==> config.mk <==
export PLATFORM = sky130hd
export DESIGN_NAME = decode_dispatch_queue
export DESIGN_NICKNAME = d
export VERILOG_FILES = /design/src/rtl/pipeline_types.sv /design/src/rtl/iq_ram_2w2r.sv /design/src/rtl/decode_dispatch_queue.sv
export SDC_FILE = /design/constraint.sdc
export NUM_CORES = 2
export LEC_CHECK = 0
export ABC_CLOCK_PERIOD_IN_PS = 18100
export BUFFER_PORTS_ARGS = -buffer_cell sky130_fd_sc_hd__buf_2
export CORE_MARGIN = 4
export CORE_UTILIZATION = 60
export DETAILED_ROUTE_END_ITERATION = 10
export MAX_ROUTING_LAYER = met4
export PLACE_DENSITY = 0.8
export SYNTH_ARGS = -nofsm -noshare
export SYNTH_HDL_FRONTEND = slang
export SYNTH_SLANG_ARGS = --single-unit
==> constraint.sdc <==
create_clock -name clk -period 18.1 [get_ports clk]
set_clock_uncertainty 0.15 [all_clocks]
set_input_delay 4.525 -clock clk [delete_from_list [all_inputs] [get_ports clk]]
set_output_delay 4.525 -clock clk [all_outputs]
set_load 0.02 [all_outputs]
==> src/rtl/pipeline_types.sv <==
// Shared pipeline types: the decoded-instruction entry carried from decode to dispatch.
package pipeline_types;

    localparam int unsigned IQ_DEPTH = 8;

    typedef struct packed {
        logic [31:0] pc;
        logic [31:0] instr;
        logic [31:0] imm;
        logic [7:0]  opcode;
        logic [4:0]  rd;
        logic [4:0]  rs1;
        logic [4:0]  rs2;
        logic [2:0]  fu_sel;
        logic [5:0]  flags;
    } decode_entry_t;

    localparam int unsigned IQ_ENTRY_W = $bits(decode_entry_t);

endpackage

==> src/rtl/iq_ram_2w2r.sv <==
// Entry storage for the decode/dispatch queue: two write ports, two asynchronous read ports.
module iq_ram_2w2r
    import pipeline_types::*;
#(
    parameter int unsigned DEPTH = IQ_DEPTH,
    parameter int unsigned WIDTH = IQ_ENTRY_W,
    localparam int unsigned AW   = $clog2(DEPTH)
) (
    input  logic             clk,
    input  logic             we0,
    input  logic [AW-1:0]    waddr0,
    input  logic [WIDTH-1:0] wdata0,
    input  logic             we1,
    input  logic [AW-1:0]    waddr1,
    input  logic [WIDTH-1:0] wdata1,
    input  logic [AW-1:0]    raddr0,
    output logic [WIDTH-1:0] rdata0,
    input  logic [AW-1:0]    raddr1,
    output logic [WIDTH-1:0] rdata1
);

    logic [WIDTH-1:0] mem [DEPTH];

    // Write addresses are always distinct (wr_ptr and wr_ptr+1), so port order is irrelevant.
    always_ff @(posedge clk) begin
        if (we0) mem[waddr0] <= wdata0;
        if (we1) mem[waddr1] <= wdata1;
    end

    assign rdata0 = mem[raddr0];
    assign rdata1 = mem[raddr1];

endmodule

==> src/rtl/decode_dispatch_queue.sv <==
// Dual-issue in-order queue between decode and dispatch; accepts up to 2 and presents the 2 oldest.
module decode_dispatch_queue
    import pipeline_types::*;
#(
    parameter int unsigned DEPTH   = IQ_DEPTH,
    parameter int unsigned ENTRY_W = IQ_ENTRY_W
) (
    input  logic                 clk,
    input  logic                 rst,
    input  logic                 flush,
    input  logic                 pause,
    input  logic [1:0]           enq_valid,
    input  logic [2*ENTRY_W-1:0] enq_data,
    output logic                 enq_ready,
    output logic [1:0]           deq_valid,
    output logic [2*ENTRY_W-1:0] deq_data,
    input  logic [1:0]           deq_ack
);

    localparam int unsigned PW = $clog2(DEPTH);
    localparam int unsigned CW = PW + 1;

    logic [PW-1:0] rd_ptr_q, rd_ptr_d, wr_ptr_q, wr_ptr_d;
    logic [CW-1:0] count_q, count_d;
    logic          do_enq;
    logic [1:0]    n_enq, n_ack, n_deq;

    logic [ENTRY_W-1:0] slot0, slot1, wdata0, rdata0, rdata1;

    assign slot0 = enq_data[ENTRY_W-1:0];
    assign slot1 = enq_data[2*ENTRY_W-1:ENTRY_W];

    // Ready comes from registered count only; no credit for a same-cycle dequeue.
    assign enq_ready = count_q <= CW'(DEPTH - 2);
    assign deq_valid = {count_q >= CW'(2), count_q >= CW'(1)};

    always_comb begin
        do_enq = enq_ready && !flush && !rst;
        n_enq  = do_enq ? ({1'b0, enq_valid[0]} + {1'b0, enq_valid[1]}) : 2'd0;
        n_ack  = (pause || deq_ack == 2'd3) ? 2'd0 : deq_ack;
        // Over-ack is a protocol error; clamp so count can never underflow.
        n_deq  = (CW'(n_ack) > count_q) ? count_q[1:0] : n_ack;
        wr_ptr_d = wr_ptr_q + PW'(n_enq);
        rd_ptr_d = rd_ptr_q + PW'(n_deq);
        count_d  = count_q + CW'(n_enq) - CW'(n_deq);
    end

    always_ff @(posedge clk) begin
        if (rst || flush) begin
            rd_ptr_q <= '0;
            wr_ptr_q <= '0;
            count_q  <= '0;
        end else begin
            rd_ptr_q <= rd_ptr_d;
            wr_ptr_q <= wr_ptr_d;
            count_q  <= count_d;
        end
    end

    // A lone slot-1 instruction is compacted down to wr_ptr.
    assign wdata0 = enq_valid[0] ? slot0 : slot1;

    iq_ram_2w2r #(
        .DEPTH (DEPTH),
        .WIDTH (ENTRY_W)
    ) u_ram (
        .clk    (clk),
        .we0    (do_enq && (|enq_valid)),
        .waddr0 (wr_ptr_q),
        .wdata0 (wdata0),
        .we1    (do_enq && (&enq_valid)),
        .waddr1 (wr_ptr_q + PW'(1)),
        .wdata1 (slot1),
        .raddr0 (rd_ptr_q),
        .rdata0 (rdata0),
        .raddr1 (rd_ptr_q + PW'(1)),
        .rdata1 (rdata1)
    );

    assign deq_data = {rdata1, rdata0};

    a_enq_not_ready: assert property (@(posedge clk) disable iff (rst)
        !((|enq_valid) && !enq_ready));
    a_ack_three: assert property (@(posedge clk) disable iff (rst)
        deq_ack != 2'd3);
    a_ack_over: assert property (@(posedge clk) disable iff (rst)
        deq_ack <= ({1'b0, deq_valid[0]} + {1'b0, deq_valid[1]}));

endmodule

==> impl_metrics.csv <==
group,metric,value,unit
run_status,outcome,"finished, final reports clean",
routing,routedWlPerCell,31.5,um
routing,drt-total-wl,165000,um
floorplanning,start_util,60.7,%
timing,fin_crit_sh,54.6,%
yosys,synth_top_cell_area_share,50.4,%
yosys,ys_seq_elements,1034,
floorplanning,die_w,327,um
global_route,grt_pass1_vias,37200,
layout,final_common_cell,"mux2_2",
clock_tree,path_clk_slew,0.06,ns
routing,drt-initial-drc-count,4252,
timing,grt_setup_unrepaired,"no",
global_route,antenna_found_initial,30,
setup_path,worstPathRequired,13.43,ns
global_route,grt_usage,31.6,%
pwr,peakVddDrop,76.0,uV
yosys,synthFlopType,"edfxtp_1",
floorplanning,die_h,327,um
timing,setup_ws,8.21,ns
layout,fill_cells,6782,
global_route,grt_pass1_wl,244000,um
timing,maxSlewHeadroom,20.8,%
setup_path,critPathKind,"flip-flop to primary output",
timing,setup_viol_count_final,0,
timing,slew_viol_final,0,
clock_tree,hold_buffers,0,
yosys,syn_nets,3628,
placed_design,place_ws,8.73,ns
clock_tree,postCtsSetupBuffers,0,
timing,min_period,9.89,ns
setup_path,worst-path-max-fanout,64,
setup_path,path_common_cell,"buf_4",
setup_path,critPathSlowestCell,"buf_4",
yosys,synth_edf_count,1024,
routing,num_vias,36200,
global_route,grt_max_degree,136,
pwr,leakagePower,21.8,nW
placed_design,place.gp.congestion,0.790,
floorplanning,die_area,107000,um^2
floorplanning,placementRows,116,
yosys,yosysUniqueCellTypes,45,
routing,drc_errors,0,
clock_tree,cts_max_level,3,
setup_path,start_kind,"flip-flop",
pwr,p_per_area,84.6,nW/um^2
floorplanning,core-area,100000,um^2
layout,area_growth,11.1,%
layout,final_util,67.5,%
setup_path,crit_path_cell_trace,"buf_4 -> buf_4 -> buf_4 -> mux4_2 -> mux2_2 -> buf_2",
job,maxCapViolCount,0,
yosys,ys_seq_area_share,50.7,%
yosys,synth.cell_area,61000,um^2
routing,ant_nets,0,
yosys,synthCells,3345,
routing,first_pass_iters,6,
clock_tree,cts_tree,"yes",
placed_design,port_buffers,522,
clock_tree,cts_buffers,109,
timing,tns,0,ns
timing,max_freq,101,MHz
clock_tree,cts_root_buffer,"clkbuf_16",
routing,via_per_inst,6.92,
clock_tree,clockBufferDepth,3,
clock_tree,clkSinkCount,1034,
layout,drive_gt1_share,69.6,%
pwr,finalPower,5.73,mW
floorplanning,ioPinCount,523,
layout,multi_input_area,28300,um^2
timing,finalHoldViolCount,0,
setup_path,max_stage_delay,0.88,ns
setup_path,worstPathArrival,5.22,ns
layout,nets,4048,
yosys,syn_avg_cell_area,18.2,um^2
setup_path,cp-end-kind,"primary output",
yosys,synthTopCellsByArea,"edfxtp_1, mux2_2, mux4_2",
global_route,grt_remaining_overflow,0,
yosys,yosysTopAreaCell,"edfxtp_1",
yosys,synthArstFlopShare,0,%
hold_path,holdPathStages,2,
layout,mostFrequentLayoutCells,"mux2_2, edfxtp_1, buf_2",
hold_path,hold_class,"flip-flop to flip-flop",
placed_design,hpwl,92000,um
yosys,ys_warn_count,0,
layout,seqCellArea,31000,um^2
setup_path,reg2reg_depth,7,
timing,worst_slew_pin_slew,1.19,ns
clock_tree,ctsResizeCount,0,
clock_tree,worstSkewPairLatency,0.68,ns
==> Yosys cell counts, types with 4 or more instances <==
cell type and n:
a21oi_1 6, and2_1 5, buf_1 8, buf_2 88
buf_4 44, buf_6 65, clkbuf_1 71, dfxtp_1 10
edfxtp_1 1024, fa_1 4, ha_1 15, inv_1 17
mux2_2 1408, mux4_2 512, nand2_1 6, nand4b_1 4
nor2_1 16, xor2_1 4
==> worst max-delay path: cells and delay by family (launching register included) <==
family   cells  cell delay [ns]
buf+inv      4             2.71
flops        1             0.75
mux          2             0.88
==> path summary, 6_finish.rpt <==
path / startpoint / endpoint / slack [ns]
max reg2reg: wr_ptr_q[0] / u_ram.mem[6][90] / 13.11
min: count_q[0] / count_q[0] / 0.56
min reg2reg: count_q[0] / count_q[0] / 0.56
max: rd_ptr_q[0] / deq_data[91] / 8.21
==> power by group <==
| group | switching, mW | leakage [nW] | total [mW] | internal, mW |
|---|---|---|---|---|
| Sequential | 0.0210 | 9.33 | 2.71 | 2.69 |
| Clock | 0.936 | 1.70 | 2.21 | 1.28 |
| Combinational | 0.411 | 10.8 | 0.808 | 0.398 |
| Total | 1.37 | 21.8 | 5.73 | 4.37 |
==> flip-flops by register name (all words and copies together), names as in the netlist <==
signal,cells
wr_ptr_q,3
rd_ptr_q,3
u_ram.mem,1024
count_q,4
==> final cells by class <==
type	count	area share (%)
flip-flops and latches	1034	45.7
multi-input cells	2018	41.8
repair buffers	585	4.73
clock buffers	139	4.33
well taps	1357	2.51
clock inverters	60	0.790
diodes	27	0.0997
inverters	17	0.0941
==> per-stage QoR <==
stage	hold WS, ns	instances	cell area (um^2)
finish	0.564	5237	67800
global route	0.608	5237	67800
CTS	0.565	5210	67700
detailed placement	0.549	5011	64200
global placement	0.551	5011	64200
floorplan	0.425	3345	61000
==> logic make-up (layout without fill, tap and decap cells) <==
logic type	Yosys count	in the layout	share of synthesized area, %
DFF	1034	1034	50.7
AOI/OAI and AO/OA	15	15	0.152
adders and majority gates	19	19	0.439
and+or+nand+nor	57	57	0.574
muxes	1921	1921	44.9
other	0	27	0
buffers and inverters	293	801	3.05
xor gates and xnor gates	6	6	0.117
==> routing by layer <==
layer / track usage (%) / wire (um)
met1: 43.1 / 63800
met2: 50.0 / 81000
met3: 5.61 / 16300
met4: 8.29 / 3940
met5: - / 0
(Power assumes the default switching activity.)
